--- src/rtl/tape_lcd_printer_pkg.sv ---
// tm_defs_pkg: tape symbol encodings, LCD command bytes and FSM state types shared by the tape printer.
package tm_defs_pkg;
   localparam logic [1:0] SYM_BLANK = 2'b00;
   localparam logic [1:0] SYM_ZERO  = 2'b01;
   localparam logic [1:0] SYM_ONE   = 2'b10;
   localparam logic [1:0] SYM_HASH  = 2'b11;
   localparam logic [7:0] FUNC_SET  = 8'h38;
   localparam logic [7:0] DISP_ON   = 8'h0C;
   localparam logic [7:0] CLEAR     = 8'h01;
   localparam logic [7:0] ENTRY     = 8'h06;
   localparam logic [7:0] LINE1     = 8'h80;
   localparam logic [7:0] LINE2     = 8'hC0;
   localparam logic [7:0] HEAD_MARK = 8'h5E;
   localparam int INIT_LAST = 5;
   typedef enum logic [3:0] {
      PWR_WAIT, INIT, IDLE, HOME, FETCH, FETCH_WAIT, CAPTURE, CHAR, DONE
   } prn_state_e;
   typedef enum logic [1:0] {W_IDLE, W_SETUP, W_EN, W_WAIT} wr_state_e;
   function automatic logic [7:0] sym2ascii(input logic [1:0] s);
      return s == SYM_BLANK ? 8'h20 : s == SYM_ZERO ? 8'h30 : s == SYM_ONE ? 8'h31 : 8'h23;
   endfunction
endpackage

--- src/rtl/tape_lcd_printer_if.sv ---
// tape_lcd_printer_if: core request, tape read port and LCD pins of the tape printer.
interface tape_lcd_printer_if #(parameter int AW = 10);
   logic          print_start;
   logic [AW-1:0] head_pos;
   logic          print_done;
   logic          mem_access;
   logic          mem_rw;
   logic [AW:0]   mem_addr;
   logic [1:0]    mem_io_pin;
   logic [7:0]    lcd_data;
   logic          lcd_rs;
   logic          lcd_rw;
   logic          lcd_en;
   logic          lcd_on;
   modport master (
      output print_start, head_pos, mem_io_pin,
      input  print_done, mem_access, mem_rw, mem_addr, lcd_data, lcd_rs, lcd_rw, lcd_en, lcd_on
   );
   modport slave (
      input  print_start, head_pos, mem_io_pin,
      output print_done, mem_access, mem_rw, mem_addr, lcd_data, lcd_rs, lcd_rw, lcd_en, lcd_on
   );
endinterface

--- src/rtl/tape_lcd_printer_lcd_byte_writer.sv ---
// lcd_byte_writer: one HD44780 byte write: setup cycle, enable pulse, then settle wait.
module lcd_byte_writer
   import tm_defs_pkg::*;
#(
   parameter int EN_CYCLES   = 12,
   parameter int WAIT_CYCLES = 2500,
   parameter int CLEAR_WAIT  = 100000
) (
   input  logic       clk,
   input  logic       rst,
   input  logic       go,
   input  logic       rs,
   input  logic [7:0] data,
   input  logic       long_wait,
   output logic       lcd_en,
   output logic [7:0] lcd_data,
   output logic       lcd_rs,
   output logic       busy,
   output logic       done
);
   localparam int MAXW = CLEAR_WAIT > WAIT_CYCLES ? CLEAR_WAIT : WAIT_CYCLES;
   localparam int MAXC = MAXW > EN_CYCLES ? MAXW : EN_CYCLES;
   localparam int CW = $clog2(MAXC + 1);
   wr_state_e state_q, state_d;
   logic [CW-1:0] cnt_q, cnt_d, wait_last;
   logic [7:0] data_q, data_d;
   logic rs_q, rs_d, long_q, long_d;
   assign wait_last = long_q ? CW'(CLEAR_WAIT - 1) : CW'(WAIT_CYCLES - 1);
   always_comb begin
      state_d = state_q;
      cnt_d = cnt_q;
      data_d = data_q;
      rs_d = rs_q;
      long_d = long_q;
      done = 1'b0;
      case (state_q)
         W_IDLE: if (go) begin
            data_d = data;
            rs_d = rs;
            long_d = long_wait;
            state_d = W_SETUP;
         end
         W_SETUP: begin
            cnt_d = '0;
            state_d = W_EN;
         end
         W_EN: begin
            cnt_d = cnt_q == CW'(EN_CYCLES - 1) ? '0 : cnt_q + 1'b1;
            state_d = cnt_q == CW'(EN_CYCLES - 1) ? W_WAIT : W_EN;
         end
         W_WAIT: begin
            done = cnt_q == wait_last;
            cnt_d = cnt_q + 1'b1;
            state_d = done ? W_IDLE : W_WAIT;
         end
      endcase
   end
   always_ff @(posedge clk) begin
      if (rst) begin
         state_q <= W_IDLE;
         cnt_q <= '0;
         data_q <= '0;
         rs_q <= 1'b0;
         long_q <= 1'b0;
      end else begin
         state_q <= state_d;
         cnt_q <= cnt_d;
         data_q <= data_d;
         rs_q <= rs_d;
         long_q <= long_d;
      end
   end
   assign lcd_en = state_q == W_EN;
   assign lcd_data = data_q;
   assign lcd_rs = rs_q;
   assign busy = state_q != W_IDLE;
endmodule

--- src/rtl/tape_lcd_printer.sv ---
// tape_lcd_printer: initialises an HD44780 and prints a tape window centred on the head to line 1.
module tape_lcd_printer
   import tm_defs_pkg::*;
#(
   parameter int TAPE_SIZE    = 1024,
   parameter int WINDOW       = 16,
   parameter int POWERUP_WAIT = 750000,
   parameter int EN_CYCLES    = 12,
   parameter int WAIT_CYCLES  = 2500,
   parameter int CLEAR_WAIT   = 100000
) (
   input logic clk,
   input logic rst,
   tape_lcd_printer_if.slave bus
);
   localparam int AW = $clog2(TAPE_SIZE);
   localparam int IW = $clog2(WINDOW);
   localparam int PW = $clog2(POWERUP_WAIT + 1);
   localparam logic [AW-1:0] HALF = AW'(WINDOW / 2);
   prn_state_e state_q, state_d;
   logic [PW-1:0] cnt_q, cnt_d;
   logic [2:0] step_q, step_d;
   logic [IW-1:0] idx_q, idx_d;
   logic [AW-1:0] base_q, base_d, addr_q, addr_d, fetch_addr;
   logic [1:0] sym_q, sym_d;
   logic armed_q, armed_d, rw_q, rw_d, sent_q, sent_d, on_q;
   logic w_go, w_rs, w_long, w_busy, w_done, lcd_en, lcd_rs;
   logic [7:0] w_data, init_byte, lcd_data;
   assign fetch_addr = base_q + AW'(idx_q);
   // each byte state issues exactly one write; sent_q blocks a re-issue until the writer reports done
   always_comb begin
      init_byte = step_q == 3'd0 ? FUNC_SET : step_q == 3'd1 ? DISP_ON : step_q == 3'd2 ? CLEAR :
                  step_q == 3'd3 ? ENTRY : step_q == 3'd4 ? LINE2 + 8'(WINDOW / 2) : HEAD_MARK;
      w_rs = (state_q == INIT && step_q == 3'(INIT_LAST)) || state_q == CHAR;
      w_data = state_q == INIT ? init_byte : state_q == HOME ? LINE1 : sym2ascii(sym_q);
      w_long = !w_rs && w_data == CLEAR;
      w_go = (state_q == INIT || state_q == HOME || state_q == CHAR) && !sent_q && !w_busy;
      sent_d = w_go | (sent_q & ~w_done);
   end
   always_comb begin
      state_d = state_q;
      cnt_d = cnt_q;
      step_d = step_q;
      idx_d = idx_q;
      base_d = base_q;
      addr_d = addr_q;
      sym_d = sym_q;
      rw_d = rw_q;
      armed_d = armed_q | ~bus.print_start;
      case (state_q)
         PWR_WAIT: begin
            cnt_d = cnt_q + 1'b1;
            if (cnt_q == PW'(POWERUP_WAIT - 1)) begin
               step_d = '0;
               state_d = INIT;
            end
         end
         INIT: if (w_done) begin
            step_d = step_q + 3'd1;
            state_d = step_q == 3'(INIT_LAST) ? IDLE : INIT;
         end
         IDLE: if (bus.print_start && armed_q) begin
            base_d = bus.head_pos - HALF;
            rw_d = 1'b1;
            state_d = HOME;
         end
         HOME: if (w_done) begin
            idx_d = '0;
            state_d = FETCH;
         end
         FETCH: begin
            addr_d = fetch_addr;
            state_d = FETCH_WAIT;
         end
         FETCH_WAIT: state_d = CAPTURE;
         CAPTURE: begin
            sym_d = bus.mem_io_pin;
            state_d = CHAR;
         end
         CHAR: if (w_done) begin
            idx_d = idx_q + 1'b1;
            state_d = idx_q == IW'(WINDOW - 1) ? DONE : FETCH;
         end
         DONE: begin
            rw_d = 1'b0;
            armed_d = 1'b0;
            state_d = IDLE;
         end
         default: state_d = PWR_WAIT;
      endcase
   end
   always_ff @(posedge clk) begin
      if (rst) begin
         state_q <= PWR_WAIT;
         cnt_q <= '0;
         step_q <= '0;
         idx_q <= '0;
         base_q <= '0;
         addr_q <= '0;
         sym_q <= '0;
         rw_q <= 1'b0;
         armed_q <= 1'b1;
         sent_q <= 1'b0;
         on_q <= 1'b0;
      end else begin
         state_q <= state_d;
         cnt_q <= cnt_d;
         step_q <= step_d;
         idx_q <= idx_d;
         base_q <= base_d;
         addr_q <= addr_d;
         sym_q <= sym_d;
         rw_q <= rw_d;
         armed_q <= armed_d;
         sent_q <= sent_d;
         on_q <= 1'b1;
      end
   end
   lcd_byte_writer #(
      .EN_CYCLES(EN_CYCLES),
      .WAIT_CYCLES(WAIT_CYCLES),
      .CLEAR_WAIT(CLEAR_WAIT)
   ) u_writer (
      .clk(clk),
      .rst(rst),
      .go(w_go),
      .rs(w_rs),
      .data(w_data),
      .long_wait(w_long),
      .lcd_en(lcd_en),
      .lcd_data(lcd_data),
      .lcd_rs(lcd_rs),
      .busy(w_busy),
      .done(w_done)
   );
   assign bus.print_done = state_q == DONE;
   assign bus.mem_access = state_q == FETCH;
   assign bus.mem_rw = rw_q;
   assign bus.mem_addr = {1'b0, state_q == FETCH ? fetch_addr : addr_q};
   assign bus.lcd_data = lcd_data;
   assign bus.lcd_rs = lcd_rs;
   assign bus.lcd_rw = 1'b0;
   assign bus.lcd_en = lcd_en;
   assign bus.lcd_on = on_q;
endmodule
--- src/flat_wrapper.sv ---
// flat-port wrapper written by rule: the top's interface ports become plain ports
module tape_lcd_printer_flat import tm_defs_pkg::*;
#(
   parameter int TAPE_SIZE    = 1024,
   parameter int WINDOW       = 16,
   parameter int POWERUP_WAIT = 750000,
   parameter int EN_CYCLES    = 12,
   parameter int WAIT_CYCLES  = 2500,
   parameter int CLEAR_WAIT   = 100000
)
  (clk, rst, bus_print_start, bus_head_pos, bus_mem_io_pin, bus_print_done, bus_mem_access, bus_mem_rw, bus_mem_addr, bus_lcd_data, bus_lcd_rs, bus_lcd_rw, bus_lcd_en, bus_lcd_on);
  tape_lcd_printer_if bus_i ();
  input logic clk;
  input logic rst;
  input wire logic [$bits(bus_i.print_start)-1:0] bus_print_start;
  input wire logic [$bits(bus_i.head_pos)-1:0] bus_head_pos;
  input wire logic [$bits(bus_i.mem_io_pin)-1:0] bus_mem_io_pin;
  output wire logic [$bits(bus_i.print_done)-1:0] bus_print_done;
  output wire logic [$bits(bus_i.mem_access)-1:0] bus_mem_access;
  output wire logic [$bits(bus_i.mem_rw)-1:0] bus_mem_rw;
  output wire logic [$bits(bus_i.mem_addr)-1:0] bus_mem_addr;
  output wire logic [$bits(bus_i.lcd_data)-1:0] bus_lcd_data;
  output wire logic [$bits(bus_i.lcd_rs)-1:0] bus_lcd_rs;
  output wire logic [$bits(bus_i.lcd_rw)-1:0] bus_lcd_rw;
  output wire logic [$bits(bus_i.lcd_en)-1:0] bus_lcd_en;
  output wire logic [$bits(bus_i.lcd_on)-1:0] bus_lcd_on;
  assign bus_i.print_start = bus_print_start;
  assign bus_i.head_pos = bus_head_pos;
  assign bus_i.mem_io_pin = bus_mem_io_pin;
  assign bus_print_done = bus_i.print_done;
  assign bus_mem_access = bus_i.mem_access;
  assign bus_mem_rw = bus_i.mem_rw;
  assign bus_mem_addr = bus_i.mem_addr;
  assign bus_lcd_data = bus_i.lcd_data;
  assign bus_lcd_rs = bus_i.lcd_rs;
  assign bus_lcd_rw = bus_i.lcd_rw;
  assign bus_lcd_en = bus_i.lcd_en;
  assign bus_lcd_on = bus_i.lcd_on;
  tape_lcd_printer #(.TAPE_SIZE(TAPE_SIZE), .WINDOW(WINDOW), .POWERUP_WAIT(POWERUP_WAIT), .EN_CYCLES(EN_CYCLES), .WAIT_CYCLES(WAIT_CYCLES), .CLEAR_WAIT(CLEAR_WAIT)) u_core (.clk(clk), .rst(rst), .bus(bus_i));
endmodule
--- config.mk ---
export PLATFORM = sky130hd
export DESIGN_NAME = tape_lcd_printer_flat
export DESIGN_NICKNAME = d
export VERILOG_FILES = /design/src/rtl/tape_lcd_printer_pkg.sv /design/src/rtl/tape_lcd_printer_if.sv /design/src/rtl/tape_lcd_printer_lcd_byte_writer.sv /design/src/rtl/tape_lcd_printer.sv /design/src/flat_wrapper.sv
export SDC_FILE = /design/constraint.sdc
export NUM_CORES = 1
export LEC_CHECK = 0
export ABC_AREA = 0
export ABC_CLOCK_PERIOD_IN_PS = 3300
export BUFFER_PORTS_ARGS = -buffer_cell sky130_fd_sc_hd__buf_4
export CORE_MARGIN = 4
export CORE_UTILIZATION = 52
export CTS_CLUSTER_SIZE = 30
export DETAILED_ROUTE_END_ITERATION = 10
export PLACE_DENSITY = 0.71
export REMOVE_ABC_BUFFERS = 1
export SLEW_MARGIN = 20
export SYNTH_ARGS = -nofsm -noshare
export SYNTH_HDL_FRONTEND = slang
export SYNTH_HIERARCHICAL = 1
export SYNTH_SLANG_ARGS = --single-unit
--- constraint.sdc ---
create_clock -name clk -period 3.3 [get_ports clk]
set_input_delay 0.495 -clock clk [delete_from_list [all_inputs] [get_ports clk]]
set_output_delay 0.495 -clock clk [all_outputs]
set_load 0.05 [all_outputs]
# == After elaboration in Yosys (flattened, before gate mapping) ==
# Index checks and enable logic that the tools add are counted.
# totals
register_bits,86
in_bits,15
out_inout_bits,26
# classes
add_sub_neg,6
mux,37
n_eq_ne,29
bitwise_logic,5
reduce_logical,26
# ops
op,count
2-to-1 mux 8 bit,9
case mux 17 bit (3 select lines),1
case mux 4 bit (9 select lines),1
2-to-1 mux 17 bit,2
2-to-1 mux 4 bit,8
adder 20 x 1 -> 20 bit (second input constant),1
equality test 20 bit (second input constant),1
adder 17 x 1 -> 17 bit (second input constant),1
equality test 17 bit,1
equality test 17 x 4 -> 1 bit (second input constant),1
equality test 4 x 3 -> 1 bit (second input constant),4
adder 10 x 4 -> 10 bit,1
2-to-1 mux 10 bit,1
!= test 2 x 1 -> 1 bit (second input constant),5
subtractor 10 x 4 -> 10 bit (second input constant),1
equality test 4 x 2 -> 1 bit (second input constant),2
equality test 4 bit (second input constant),2
equality test 8 x 1 -> 1 bit (second input constant),1
case mux 2 bit (4 select lines),1
case mux 4 bit (2 select lines),1
nonzero test 2 bit,4
equality test 2 bit (second input constant),3
equality test 3 x 2 -> 1 bit (second input constant),2
equality test 3 bit (second input constant),2
25 further kinds,47

# == Longest topological paths before layout ==
# Gate-level depths: netlist of the first run.
# depth
word_depth,9
mapped_depth,10
depth_no_buf,9

# == Hierarchy ==
# Netlist of the first run, hierarchy kept.
# by_module_without_submodules
mod,instances,seq_area_each_um2,cells_per_inst,area_each_um2
tape_lcd_printer,1,1141.1,375,3061.7
lcd_byte_writer,1,580.6,218,1732.9

# == Least setup slack after synthesis of the first run ==
# Ideal clock, no wire load.
# synth_timing
path_type,reg2out
startpoint,register u_core.state_q[2]
endpoint,output bus_mem_addr[5]
t_required_ns,2.805
stages_incl_launch_ff,7
arrival_time_ns,2.505
path_slack_ns,0.300
path_buffers,3
cell_sequence,dfxtp_1 clkbuf_1 nand2b_1 nor3_1 clkbuf_1 clkbuf_1 a21oi_1
# synth_via
elab_chain_cells,2
# synth_lines
item,line,rtl
from (decl),tape_lcd_printer.sv:20,"prn_state_e state_q, state_d;"
from (signal assigned),tape_lcd_printer.sv:106,state_q <= state_d;
equality test 4 x 3 -> 1 bit,--,
net bus_mem_access,flat_wrapper.sv:19,output wire logic [$bits(bus_i.mem_access)-1:0] bus_mem_access;
2-to-1 mux 10 bit,tape_lcd_printer.sv:139,"assign bus.mem_addr = {1'b0, state_q == FETCH ? fetch_addr : addr_q};"
to (decl),flat_wrapper.sv:21,output wire logic [$bits(bus_i.mem_addr)-1:0] bus_mem_addr;
# The timed path passes the listed nets, and every way through them passes these cells.

# == Worst setup path in the final report of the first run ==
# layout_timing
startpoint,register u_core.idx_q[0]
endpoint,output bus_mem_addr[6]
# layout_via
elab_chain_cells,2
# layout_lines
item,line,rtl
from (decl),tape_lcd_printer.sv:23,"logic [IW-1:0] idx_q, idx_d;"
from (signal assigned),tape_lcd_printer.sv:109,idx_q <= idx_d;
adder 10 x 4 -> 10 bit,tape_lcd_printer.sv:29,assign fetch_addr = base_q + AW'(idx_q);
2-to-1 mux 10 bit,tape_lcd_printer.sv:139,
# No other way between the ends.

==> results of run 1 <==
[per-layer routing]
metal  track usage  share of wire
met5             0              0
met4        0.0646          0.012
met3        0.0416          0.051
met2         0.313           0.47
met1         0.269           0.47
[stage by stage]
stage                     TNS, ps  hold WS [ps]  setup slack, ps  cells   util
after floorplan            -12630           458            -1150    556      -
after global placement          0           444              475    709  0.572
after detailed placement        0           449              400    709  0.572
after CTS                       0           318              310    725  0.601
after global routing            0           317              163    725  0.602
final                           0           337              343    725  0.602
[sequential cells by signal, indices dropped and copies added (netlist names)]
signal and flops:
u_core/state_q 4, u_core/addr_q 10, u_core/sent_q 1, u_core/u_writer/state_q 2
u_core/idx_q 4, u_core/cnt_q 20, u_core/sym_q 2, u_core/u_writer/lcd_rs 1
u_core/u_writer/long_q 1, u_core/armed_q 1, u_core/u_writer/cnt_q 17, u_core/step_q 3
u_core/bus.mem_rw 1, u_core/bus.lcd_on 1, u_core/base_q 10, u_core/u_writer/lcd_data 8
[cell families after synthesis]
group / count (synthesis)
and+or+nand+nor: 273
AOI/OAI and AO/OA: 114
DFF: 86
buffers and inverters: 57
xor gates and xnor gates: 34
adders and majority gates: 18
muxes: 10
other: 1
[power groups by stage]
stage,registers [W],logic (W),clock network (W)
global placement,0.00107,0.0000597,0
detailed placement,0.00107,0.0000616,0
finish,0.00104,0.0000612,0.000928
floorplan,0.00107,0.0000208,0
global route,0.00105,0.0000668,0.000990
CTS,0.00104,0.0000620,0.000954
[Yosys cell counts, types with 3 or more instances]
cell type  number
dfxtp_1        86
nand2_1        70
nor2_1         61
a21oi_1        42
nor3_1         24
o21ai_0        22
clkbuf_1       21
xnor2_1        21
inv_1          19
ha_1           17
nand3_1        17
nor4_1         16
a211oi_1       14
nand4_1        13
xor2_1         13
nor2b_1        12
and2_1          9
a22oi_1         6
and3_1          6
buf_2           6
mux2i_1         6
nand2b_1        5
o31ai_1         5
a21o_1          4
buf_4           4
mux2_2          4
nand4b_1        4
nor4b_1         4
or4_1           4
and4_1          3
o311ai_0        3
or3_1           3
or3_2           3
[cell type report]
| class | count | area (um2) | area share |
|---|---|---|---|
| Clock inverter | 5 | 104 | 0.0195 |
| Inverter | 19 | 71.3 | 0.0134 |
| Timing Repair Buffer | 45 | 338 | 0.0634 |
| Sequential cell | 86 | 1720 | 0.323 |
| Tap cell | 108 | 135 | 0.0254 |
| Clock buffer | 11 | 151 | 0.0284 |
| Multi-Input combinational cell | 451 | 2810 | 0.527 |
[layout by cell type (no fill, tap or decap), types with 17 or more instances in the layout]
master,count
nor3_1,23
nand2_1,70
xnor2_1,21
nor2_1,61
inv_1,19
dfxtp_1,86
o21ai_0,22
nand3_1,17
a21oi_1,42
buf_4,45
ha_1,17
[critical path: stages, from the launching register on]
cell and delay [ps]:
dfxtp_1 360, ha_1 260, fa_1 410, a21o_1 170
a21oi_1 270, nor2_1 110, xnor2_1 150, a21oi_1 170
buf_4 220
[final timing paths]
check / startpoint / endpoint / slack [ps] / depth (start not counted)
setup / recovery: u_core/idx_q[0] / bus_mem_addr[6] / 340 / 8
hold / removal: bus_head_pos[3] / u_core/base_q[3] / 340 / 2
setup reg to reg: u_core/u_writer/cnt_q[5] / u_core/state_q[2] / 480 / 9
hold reg to reg: u_core/u_writer/lcd_rs / u_core/u_writer/lcd_rs / 460 / 2
==> results.json, run 1 <==
{
  "status": "finished clean",
  "grt_max_degree": 49,
  "synth_area_um2": 4790,
  "viasPerCell": 5.78,
  "p_clk_frac": 0.456,
  "hpwl_mm": 7.20,
  "io-pin-count": 41,
  "crit_type": "register to output pin",
  "start_util": 0.542,
  "grt_usage": 0.198,
  "synth_top_family_by_area": "simple AND/OR/NAND/NOR gates",
  "drv_slew": 0,
  "max_freq_mhz": 338,
  "cts-buffers-inserted": 9,
  "setup_viol": 0,
  "ctsHoldBuffers": 0,
  "die_h_um": 104,
  "num_rows": 34,
  "post-route-drc-count": 0,
  "clk_path_buf_depth": 2,
  "diodes": 0,
  "routed_wl_mm": 10.4,
  "hold_class": "input pin to register",
  "cp.required_ps": 2800,
  "ys.flop_type": "dfxtp_1",
  "cts_resized": 0,
  "synth-simple-area-share": 0.299,
  "cts_tree": "yes",
  "clk_pin_slew_ps": 80,
  "layout.nets": 645,
  "finalClockSkew_ps": 10.3,
  "drt_iter0_drc": 210,
  "die-width_um": 104,
  "finalWeightedCongestion": 0.890,
  "irDropWorstVdd_uv": 183,
  "synth_top_area_frac": 0.359,
  "cp.arrival_ps": 2460,
  "grt_first_pass_wirelength_mm": 18.3,
  "yosysSeqAreaShare": 0.359,
  "antenna_found_initial": 0,
  "dr_total_vias": 4191,
  "postCtsSetupBuffers": 0,
  "synthTopCellsByArea": "dfxtp_1 (36%), nand2_1 (5.5%), nor2_1 (4.8%)",
  "synthXorXnorAreaFrac": 0.0621,
  "yosysWarningCount": 6,
  "root_buffer": "clkbuf_8",
  "switching_power_w": 0.000426,
  "cts_sinks": 86,
  "rsz0062_at_grt": "false",
  "crit_path_end_kind": "output pin",
  "finalInstanceArea_um2": 5330,
  "powerDensity_nw_per_um2": 382,
  "design.die.area_um2": 10800,
  "grt_pass1_vias": 3917,
  "worstPathMaxFanout": 5,
  "synthMuxAreaShare": 0.0219,
  "synth_compound_area_frac": 0.150,
  "tightestPinTransition_ps": 714,
  "fillers": 808,
  "maxCapViolations": 0,
  "wire_per_inst_um": 14.3,
  "htreeDepth": 3,
  "slew_headroom": 0.523,
  "synthAdderAreaFrac": 0.0485,
  "startpoint_type": "register",
  "async_flop_share": 0,
  "port-buffer-count": 38,
  "p_seq_frac": 0.514,
  "power_w": 0.00203,
  "p_int_w": 0.00161,
  "insertion_delay_ps": 350,
  "combPwrFrac": 0.030,
  "final_antenna_net_count": 0,
  "avgSynthCellArea_um2": 8.09,
  "drt_pass1_iterations": 5,
  "synth-edff-count": 0,
  "area_growth_pct": 11.1,
  "final.min_clock_period_ps": 2960,
  "synth_seq_cells": 86,
  "switching_share": 0.209,
  "syn_inst": 593,
  "p_leak_nw": 1.94,
  "core_area_um2": 8850,
  "post-route-period-util": 0.896,
  "grt-ovfl-total": 0,
  "synth.distinct_cells": 68,
  "place_area_um2": 5060,
  "yosysTopAreaCell": "dfxtp_1",
  "drive_above_1_share": 0.141,
  "finalHoldViolations": 0
}
No activity file was read; power rests on OpenSTA's default activity.
==> run 2, diff against run 1 <==
Settings changed: PLACE_DENSITY 0.71 to 0.69.
==> results.json, run 2 (synthesized netlist as in run 1, its figures left out) <==
{
  "drv_slew": 0,
  "clk_pin_slew_ps": 80,
  "rsz0062_at_grt": "false",
  "clk_path_buf_depth": 2,
  "num_rows": 34,
  "startpoint_type": "register",
  "dr_total_vias": 4250,
  "post-route-drc-count": 0,
  "slew_headroom": 0.507,
  "die_h_um": 104,
  "max_freq_mhz": 335,
  "cts_tree": "yes",
  "drt_pass1_iterations": 4,
  "antenna_found_initial": 0,
  "min_path_cells": 2,
  "tightestPinTransition_ps": 739,
  "final.min_clock_period_ps": 2980,
  "status": "finished clean",
  "final_cell_mix": "dfxtp_1 (86), nand2_1 (70), nor2_1 (61), buf_4 (45), a21oi_1 (42)",
  "htreeDepth": 3,
  "setup_slack_ps": 315,
  "grt_pass1_vias": 3924,
  "largest_reg_flops": 20,
  "setup_viol": 0,
  "ctsHoldBuffers": 0,
  "area_growth_pct": 10.8,
  "wire_per_inst_um": 14.4,
  "grt_first_pass_wirelength_mm": 18.1,
  "grt_max_degree": 51,
  "port-buffer-count": 38,
  "cp.arrival_ps": 3270,
  "drive_above_1_share": 0.138,
  "post-route-period-util": 0.904,
  "crit_path_end_kind": "register",
  "p_leak_nw": 1.93,
  "grt_usage": 0.193,
  "layout.nets": 645,
  "cts_sinks": 86,
  "cts_resized": 0,
  "finalWeightedCongestion": 0.874,
  "rr_worst_depth": 9,
  "regMostFlops": "u_core/cnt_q",
  "maxCapViolations": 0,
  "crit_type": "register to register",
  "root_buffer": "clkbuf_8",
  "hold_class": "input pin to register",
  "hpwl_mm": 7.23,
  "io-pin-count": 41,
  "place_ws_ps": 393,
  "irDropWorstVdd_uv": 233,
  "die-width_um": 104,
  "design.die.area_um2": 10800,
  "final_util": 0.600,
  "powerDensity_nw_per_um2": 377,
  "finalClockSkew_ps": 9.41,
  "postCtsSetupBuffers": 0,
  "drt_iter0_drc": 136,
  "top_regs": "u_core/cnt_q: 20 flops, u_core/u_writer/cnt_q: 17 flops",
  "routed_wl_mm": 10.4,
  "final_antenna_net_count": 0,
  "core_area_um2": 8850,
  "grt-ovfl-total": 0,
  "start_util": 0.542,
  "mostFrequentLayoutCell": "dfxtp_1",
  "diodes": 0,
  "cts-buffers-inserted": 9,
  "viasPerCell": 5.86,
  "finalHoldViolations": 0,
  "holdWs_ps": 336,
  "cp.required_ps": 3580,
  "insertion_delay_ps": 350,
  "worstPathMaxFanout": 9,
  "fillers": 821
}
-- run 2: cell types whose count changed in the layout (fill, tap and decap cells not counted), sizes merged --
cell | previous run | this run
inv | 20 | 19
clkinvlp | 0 | 1
-- run 2: final timing paths --
kind,from,end,slack (ps)
min reg2reg,u_core/u_writer/lcd_data[3],u_core/u_writer/lcd_data[3],460
max reg2reg,u_core/u_writer/cnt_q[5],u_core/state_q[2],320
max,u_core/u_writer/cnt_q[5],u_core/state_q[2],320
min,bus_head_pos[3],u_core/base_q[3],340
-- run 2: cell type report --
| type | instances | area [um2] | share of cell area |
|---|---|---|---|
| multi-input combinational | 451 | 2800 | 0.527 |
| clock buffer | 11 | 141 | 0.0266 |
| clock inverter | 5 | 106 | 0.0200 |
| inverter | 19 | 71.3 | 0.0134 |
| sequential | 86 | 1720 | 0.324 |
| timing repair buffer | 45 | 338 | 0.0636 |
| tap | 108 | 135 | 0.0254 |
-- run 2: stage by stage --
| step | instances | area [um2] | setup TNS (ps) | total power (W) |
|---|---|---|---|---|
| floorplan | 556 | 4590 | -12630 | 0.00109 |
| detailed placement | 709 | 5060 | 0 | 0.00113 |
| global placement | 709 | 5060 | 0 | 0.00113 |
| global route | 725 | 5310 | 0 | 0.00208 |
| CTS | 725 | 5310 | 0 | 0.00203 |
| finish | 725 | 5310 | 0 | 0.00201 |
-- run 2: worst max-delay path: stages, from the launching register on --
cell and delay [ps]:
dfxtp_1 410, nor4_4 420, nand3_1 150, nand2b_1 170
nor4_1 540, inv_1 130, and3_1 190, or2_2 300
or4_1 470, a21oi_1 150
-- run 2: where the power goes --
| group | leakage [nW] | switching (W) | internal, W |
|---|---|---|---|
| combinational | 1.12 | 0.0000383 | 0.0000218 |
| clock | 0.120 | 0.000375 | 0.000525 |
| sequential | 0.693 | 0.00000389 | 0.00104 |
-- run 2: layer usage --
metal  part of all wire  up-vias  routed length [um]  track usage
li1                   -     2133                   -            -
met1               0.49     2031                5080        0.260
met2               0.47       73                4860        0.316
met3              0.034       13                 356       0.0329
met4              0.013        0                 140       0.0598
met5                  0        -                   0            0
==> run 3, diff against run 2 <==
Settings changed: CORE_UTILIZATION 52 to 60, PLACE_DENSITY 0.69 to 0.78.
==> results.json, run 3 (synthesized netlist as in run 1, its figures left out) <==
{
  "status": "finished clean",
  "maxCapViolations": 0,
  "max_freq_mhz": 330,
  "drt_iter0_drc": 230,
  "diodes": 0,
  "grt_max_degree": 49,
  "finalClockSkew_ps": 10.1,
  "design.die.area_um2": 9480,
  "grt_pass1_vias": 3906,
  "startpoint_type": "register",
  "top_regs": "u_core/cnt_q: 20 flops, u_core/u_writer/cnt_q: 17 flops",
  "area_growth_pct": 10.3,
  "routed_wl_mm": 10.4,
  "root_buffer": "clkbuf_8",
  "setup_viol": 0,
  "final_cell_mix": "dfxtp_1 (86), nand2_1 (70), nor2_1 (61), buf_4 (43), a21oi_1 (42)",
  "wire_per_inst_um": 14.5,
  "cp.required_ps": 3580,
  "cts-buffers-inserted": 9,
  "viasPerCell": 5.90,
  "worstPathMaxFanout": 9,
  "place_area_um2": 5040,
  "finalWeightedCongestion": 0.925,
  "final.min_clock_period_ps": 3030,
  "clk_path_buf_depth": 2,
  "crit_path_end_kind": "register",
  "post-route-drc-count": 0,
  "ctsHoldBuffers": 0,
  "largest_reg_flops": 20,
  "seq_area_um2": 1720,
  "die_h_um": 97.4,
  "layout.nets": 643,
  "crit_type": "register to register",
  "io-pin-count": 41,
  "finalHoldViolations": 0,
  "grt_first_pass_wirelength_mm": 17.8,
  "mostFrequentLayoutCell": "dfxtp_1",
  "clk_pin_slew_ps": 90,
  "p_leak_nw": 1.92,
  "tightestPinTransition_ps": 719,
  "cts_tree": "yes",
  "drv_slew": 0,
  "slew_headroom": 0.520,
  "post-route-period-util": 0.919,
  "layoutNonFillerInstCount": 717,
  "hpwl_mm": 7.17,
  "finalInstanceArea_um2": 5290,
  "hold_class": "input pin to register",
  "cts_sinks": 86,
  "postCtsSetupBuffers": 0,
  "final_antenna_net_count": 0,
  "start_util": 0.617,
  "num_rows": 32,
  "port-buffer-count": 38,
  "drt_pass1_iterations": 4,
  "cts_resized": 0,
  "multi_input_area_um2": 2800,
  "drive_above_1_share": 0.135,
  "insertion_delay_ps": 350,
  "antenna_found_initial": 0,
  "regMostFlops": "u_core/cnt_q",
  "dr_total_vias": 4228,
  "holdWs_ps": 336,
  "place_ws_ps": 395,
  "cp.arrival_ps": 3310,
  "grt-ovfl-total": 0,
  "setup_slack_ps": 267,
  "dp_cells": 701,
  "core_area_um2": 7770,
  "fillers": 667,
  "rsz0062_at_grt": "false",
  "htreeDepth": 3,
  "powerDensity_nw_per_um2": 380,
  "grt_usage": 0.218,
  "die-width_um": 97.4,
  "irDropWorstVdd_uv": 264
}
[run 3: power breakdown]
group	internal [W]	switching [W]	total [W]	leakage, nW
Clock	0.000525	0.000380	0.000906	0.120
Sequential	0.00104	0.00000406	0.00104	0.693
Combinational	0.0000216	0.0000371	0.0000587	1.11
[run 3: final timing paths]
path         slack, ps                           to                        start  cells after the start
max reg2reg        270            u_core/state_q[2]     u_core/u_writer/cnt_q[5]                      9
min                340             u_core/base_q[3]              bus_head_pos[3]                      2
min reg2reg        460  u_core/u_writer/lcd_data[2]  u_core/u_writer/lcd_data[2]                      2
max                270            u_core/state_q[2]     u_core/u_writer/cnt_q[5]                      9
[run 3: layer usage]
| metal | vias up | GRT usage | share of wire |
|---|---|---|---|
| li1 | 2127 | - | - |
| met1 | 1972 | 0.292 | 0.46 |
| met2 | 113 | 0.352 | 0.47 |
| met3 | 16 | 0.0395 | 0.052 |
| met4 | 0 | 0.0809 | 0.018 |
| met5 | - | 0 | 0 |
[run 3: area by class of cell]
cell class                      count  area share
Sequential cell                    86       0.325
Clock buffer                       11      0.0267
Inverter                           19      0.0135
Clock inverter                      5      0.0201
Timing Repair Buffer               43      0.0610
Tap cell                          102      0.0241
Multi-Input combinational cell    451       0.529
[run 3: metrics by stage]
stage	utilization	TNS [ps]	power (W)
2_1_floorplan	-	-12630	0.00109
3_3_place_gp	0.649	0	0.00113
3_5_place_dp	0.649	0	0.00113
4_1_cts	0.681	0	0.00203
5_1_grt	0.681	0	0.00208
6_report	0.681	0	0.00201
[run 3: critical path, cell delays in order, from the launching register on]
cell      delay [ps]
dfxtp_1          410
nor4_4           400
nand3_1          140
nand2b_1         170
nor4_1           600
inv_1            130
and3_1           190
or2_2            300
or4_1            470
a21oi_1          150
